**src/rtl/seq_divider_pkg.sv**
```systemverilog
// Shared definitions for the multi-cycle signed divider and the sequencer that drives it.
// The sequencer holds its DIV step on OPC_DIV until the divider pulses done.
package seq_divider_pkg;

   localparam int unsigned DIV_WIDTH = 32;

   localparam logic [4:0] OPC_DIV = 5'b01111;

   typedef enum logic [1:0] {
      ST_IDLE = 2'd0,
      ST_ITER = 2'd1,
      ST_FIX  = 2'd2
   } div_state_e;

endpackage : seq_divider_pkg

```
**src/rtl/seq_divider_step.sv**
```systemverilog
// One non-restoring division iteration: shift {A,Q} left, then add or subtract M
// depending on the sign of A before the step.
module div_nr_step #(
   parameter int unsigned WIDTH = 32
) (
   input  logic [WIDTH:0]   a_i,
   input  logic [WIDTH-1:0] q_i,
   input  logic [WIDTH-1:0] m_i,
   output logic [WIDTH:0]   a_o,
   output logic [WIDTH-1:0] q_o
);

   logic [WIDTH:0]   a_sh;
   logic [WIDTH-1:0] q_sh;

   always_comb begin
      a_sh = {a_i[WIDTH-1:0], q_i[WIDTH-1]};
      q_sh = {q_i[WIDTH-2:0], 1'b0};
      if (a_i[WIDTH]) begin
         a_o = a_sh + {1'b0, m_i};
      end else begin
         a_o = a_sh - {1'b0, m_i};
      end
      q_o = {q_sh[WIDTH-1:1], ~a_o[WIDTH]};
   end

endmodule : div_nr_step

```
**src/rtl/seq_divider.sv**
```systemverilog
// Multi-cycle signed divider: quotient to Zlow, remainder to Zhigh, fixed WIDTH+1 edge
// latency from the accept edge to done, truncating toward zero.
module seq_divider
   import seq_divider_pkg::*;
#(
   parameter int unsigned WIDTH = DIV_WIDTH,
   parameter int unsigned CNT_W = 6
) (
   input  logic             clock,
   input  logic             clear,
   input  logic             start,
   input  logic [WIDTH-1:0] dividend,
   input  logic [WIDTH-1:0] divisor,
   output logic             busy,
   output logic             done,
   output logic [WIDTH-1:0] quotient,
   output logic [WIDTH-1:0] remainder,
   output logic             div_by_zero
);

   div_state_e       state_q;
   logic [CNT_W-1:0] cnt_q;
   logic [WIDTH:0]   a_q, a_d;
   logic [WIDTH-1:0] q_q, q_d, m_q;
   logic             sign_q_q, sign_m_q, zero_q;
   logic             busy_q, done_q, dbz_q;
   logic [WIDTH-1:0] quot_q, rem_q;
   logic [WIDTH-1:0] rem_mag, quot_fix, rem_fix;

   div_nr_step #(.WIDTH(WIDTH)) u_step (
      .a_i (a_q),
      .q_i (q_q),
      .m_i (m_q),
      .a_o (a_d),
      .q_o (q_d)
   );

   // With M == 0 every step subtracts zero, so A ends up holding |dividend| and the
   // ordinary sign fix-up already reproduces the dividend as the remainder.
   always_comb begin
      rem_mag = a_q[WIDTH] ? (a_q[WIDTH-1:0] + m_q) : a_q[WIDTH-1:0];
      rem_fix = sign_q_q ? -rem_mag : rem_mag;
      if (zero_q) begin
         quot_fix = '1;
      end else if (sign_q_q ^ sign_m_q) begin
         quot_fix = -q_q;
      end else begin
         quot_fix = q_q;
      end
   end

   always_ff @(posedge clock or negedge clear) begin
      if (!clear) begin
         state_q  <= ST_IDLE;
         cnt_q    <= '0;
         a_q      <= '0;
         q_q      <= '0;
         m_q      <= '0;
         sign_q_q <= 1'b0;
         sign_m_q <= 1'b0;
         zero_q   <= 1'b0;
         busy_q   <= 1'b0;
         done_q   <= 1'b0;
         dbz_q    <= 1'b0;
         quot_q   <= '0;
         rem_q    <= '0;
      end else begin
         case (state_q)
            ST_IDLE: begin
               done_q <= 1'b0;
               if (start) begin
                  state_q  <= ST_ITER;
                  sign_q_q <= dividend[WIDTH-1];
                  sign_m_q <= divisor[WIDTH-1];
                  q_q      <= dividend[WIDTH-1] ? -dividend : dividend;
                  m_q      <= divisor[WIDTH-1] ? -divisor : divisor;
                  a_q      <= '0;
                  cnt_q    <= CNT_W'(WIDTH);
                  zero_q   <= (divisor == '0);
                  busy_q   <= 1'b1;
               end
            end
            ST_ITER: begin
               a_q   <= a_d;
               q_q   <= q_d;
               cnt_q <= cnt_q - 1'b1;
               if (cnt_q == CNT_W'(1)) begin
                  state_q <= ST_FIX;
               end
            end
            ST_FIX: begin
               state_q <= ST_IDLE;
               quot_q  <= quot_fix;
               rem_q   <= rem_fix;
               dbz_q   <= zero_q;
               busy_q  <= 1'b0;
               done_q  <= 1'b1;
            end
            default: begin
               state_q <= ST_IDLE;
               busy_q  <= 1'b0;
               done_q  <= 1'b0;
            end
         endcase
      end
   end

   assign busy        = busy_q;
   assign done        = done_q;
   assign quotient    = quot_q;
   assign remainder   = rem_q;
   assign div_by_zero = dbz_q;

endmodule : seq_divider

```
**config.mk**
```make
export PLATFORM = sky130hd
export DESIGN_NAME = seq_divider
export DESIGN_NICKNAME = d
export VERILOG_FILES = /design/src/rtl/seq_divider_pkg.sv /design/src/rtl/seq_divider_step.sv /design/src/rtl/seq_divider.sv
export SDC_FILE = /design/constraint.sdc
export NUM_CORES = 1
export LEC_CHECK = 0
export ABC_AREA = 0
export BUFFER_PORTS_ARGS = -buffer_cell sky130_fd_sc_hd__buf_2
export CORE_MARGIN = 2
export CORE_UTILIZATION = 54
export DETAILED_ROUTE_END_ITERATION = 8
export PLACE_DENSITY = 0.78
export SETUP_SLACK_MARGIN = 0.3
export SKIP_CTS_REPAIR_TIMING = 1
export SLEW_MARGIN = 25
export SYNTH_ARGS = -nofsm -noshare
export SYNTH_HDL_FRONTEND = slang
export SYNTH_SLANG_ARGS = --single-unit
```
**constraint.sdc**
```tcl
create_clock -name clock -period 9 [get_ports clock]
set_clock_uncertainty 0.2 [all_clocks]
set_input_delay 1.8 -clock clock [delete_from_list [all_inputs] [get_ports clock]]
set_output_delay 1.8 -clock clock [all_outputs]
set_load 0.05 [all_outputs]
```
==> flow_summary.json <==
{
  "htree_levels": 4,
  "mostFrequentLayoutCells": "o21ai_0, dfrtp_1, nand2_1",
  "synth_seq_cells": 175,
  "antenna_found_initial": 2,
  "grt_pass1_wl_mm": 59.3,
  "netlist_instances": 1676,
  "wl_mm": 36.9,
  "cap_violations": 0,
  "ctsRootBufferMaster": "clkbuf_16",
  "clkTransAtPathRegs_ns": 0.08,
  "area_delta_synth_final_pct": 10.6,
  "core_sq_um": 25200,
  "tritoncts": "done",
  "rsz0062_at_grt": "false",
  "critical_path.top_delay_family": "simple AND/OR/NAND/NOR gates",
  "hp-class": "reg -> reg",
  "crit_path_top_delay_cell": "or4_1",
  "ys_types": 81,
  "core.rowCount": 58,
  "vias_per_cell": 6.17,
  "die_h_um": 164,
  "criticalPathCategory": "reg -> reg",
  "firstDrtPassIters": 6,
  "cpPeakStageDelay_ns": 0.60,
  "dr_total_vias": 12975,
  "syn_area_sq_um": 13900,
  "gr-total-overflow": 0,
  "finalWorstSetupSlack_ns": 3.55,
  "synthFlopType": "dfrtp_1",
  "fmax_mhz": 184,
  "slew_violations": 0,
  "path_cells": "or4_1 -> or4b_1 -> nor4b_1 -> nand2_1 -> nor2_1 -> a21oi_1 -> xor2_1 -> ha_1 -> and3_1 -> and2_1 -> and3_1 -> a211oi_1 -> nor2_1 -> a41oi_1 -> o21ai_0 -> nor3b_1",
  "drt_iter0_drc": 1398,
  "dp_hpwl_mm": 27.9,
  "grtUsageTotal_pct": 27.3,
  "cp_data_arrival_time_ns": 5.61,
  "yosys.area.top_type_share_pct": 31.5,
  "status": "finished, final reports clean",
  "crit_path_end_kind": "flop",
  "period_share_pct": 60.5,
  "insertion_delay_ns": 0.45,
  "required_ns": 9.16,
  "cts_max_path_buffers": 2,
  "layout_min_cycle_time_ns": 5.45,
  "avgSynthCellArea_sq_um": 8.28,
  "synth-edff-count": 0,
  "grt_pass1_vias": 11437,
  "yosys.area.top_type": "dfrtp_1",
  "mostFrequentLayoutCell": "o21ai_0",
  "critPathLaunchType": "flop",
  "yosys_warnings": 0,
  "finalSetupViolCount": 0,
  "synthTopCellsByArea": "dfrtp_1, xor2_1, o21ai_0",
  "die_area_sq_um": 27000,
  "worstMarginPinSlew_ns": 0.931,
  "slew_headroom_pct": 37.6,
  "async_flop_share_pct": 100,
  "wl_per_cell_um": 17.6,
  "drtAntennaViolNets": 0,
  "drc_errors": 0,
  "ios": 134,
  "place_congestion": 0.955,
  "grt_max_degree": 114,
  "final_nets": 1895,
  "timing.critical_path.buf_inv": 0,
  "synthesis.nets": 1815,
  "cp_max_fo": 6,
  "timing.hold.ws_ns": 0.274,
  "hold_viol": 0,
  "post-place-ws_ns": 3.68,
  "io_buffers": 133,
  "start_util_pct": 55.1,
  "die_w_um": 164,
  "final_layout_size_suffix_gt1_share_pct": 12.9,
  "finalSetupTns_ns": 0,
  "cts_buffers": 17,
  "yosysSeqAreaShare_pct": 31.5,
  "cts.sinks": 175
}
-- worst min-delay path, cell delays in order, from the launching register on --
cell and delay, ns:
dfrtp_1 0.35, nand2_1 0.05, nand2_1 0.05
-- stage by stage --
stage	area [sq um]	utilization, %	std cells
4_1_cts	15300	60.9	2099
6_report	15400	61.0	2102
3_5_place_dp	14700	58.4	2067
2_1_floorplan	13900	-	1676
5_1_grt	15400	61.0	2101
3_3_place_gp	14700	58.4	2067
-- flip-flops by register name, indices dropped and copies added (netlist names), 2 cells and up --
register	cells
quotient	32
state_q	2
remainder	32
cnt_q	6
q_q	32
m_q	32
a_q	33
-- cell type report --
cell class	instances	area (sq um)
fill	2272	9820
multi-input combinational	1372	9000
sequential	175	4380
timing repair buffer	145	764
clock buffer	17	425
tap	330	413
clock inverter	15	201
inverter	45	169
antenna	3	7.51
-- final timing paths --
kind,from,to,slack [ns],cells past startpoint
worst max register to register,m_q[5]$_DFFE_PN0P_,q_q[0]$_DFFE_PN0P_,3.55,16
max in group asynchronous,clear,a_q[32]$_DFFE_PN0P_,5.94,2
min in group asynchronous,clear,m_q[0]$_DFFE_PN0P_,1.25,1
worst min register to register,remainder[5]$_DFFE_PN0P_,remainder[5]$_DFFE_PN0P_,0.27,2
worst max-delay path,m_q[5]$_DFFE_PN0P_,q_q[0]$_DFFE_PN0P_,3.55,16
worst min-delay path,remainder[5]$_DFFE_PN0P_,remainder[5]$_DFFE_PN0P_,0.27,2
-- metal layers --
| metal | global-route usage (%) | wire length (um) | up-vias |
|---|---|---|---|
| met3 | 4.70 | 2900 | 36 |
| li1 | - | - | 6317 |
| met4 | 6.34 | 436 | 0 |
| met1 | 42.8 | 18400 | 6179 |
| met5 | 0 | 0 | - |
| met2 | 38.7 | 15200 | 443 |
-- synthesized netlist by cell type, types with 15 or more instances --
cell type,instances
nand4_1,19
or3_1,22
clkbuf_1,64
nand2_1,162
ha_1,70
o21ai_0,180
a21oi_1,127
nand3_1,60
o21a_1,15
nand2b_1,17
nor3_1,32
a22oi_1,40
a31oi_1,17
xor2_1,126
o31ai_1,36
a211oi_1,17
xnor2_1,54
nor4_1,17
dfrtp_1,175
or4_1,19
a21o_1,28
inv_1,45
nor2_1,115
-- cell families (layout without fill, tap and decap cells) --
family	Yosys count	count (layout)	share of synthesized area, %
other	0	3	0
buffers and inverters	129	222	3.88
XOR/XNOR	180	180	11.4
multiplexers	17	17	1.25
AO/OA/AOI/OAI	555	555	25.3
flip-flops	175	175	31.5
AND/OR/NAND/NOR	548	548	20.0
adder cells (fa/ha/maj)	72	72	6.60
Power is not shown: default switching activity piles up to over one toggle a cycle in this logic, so the estimate is an artifact.
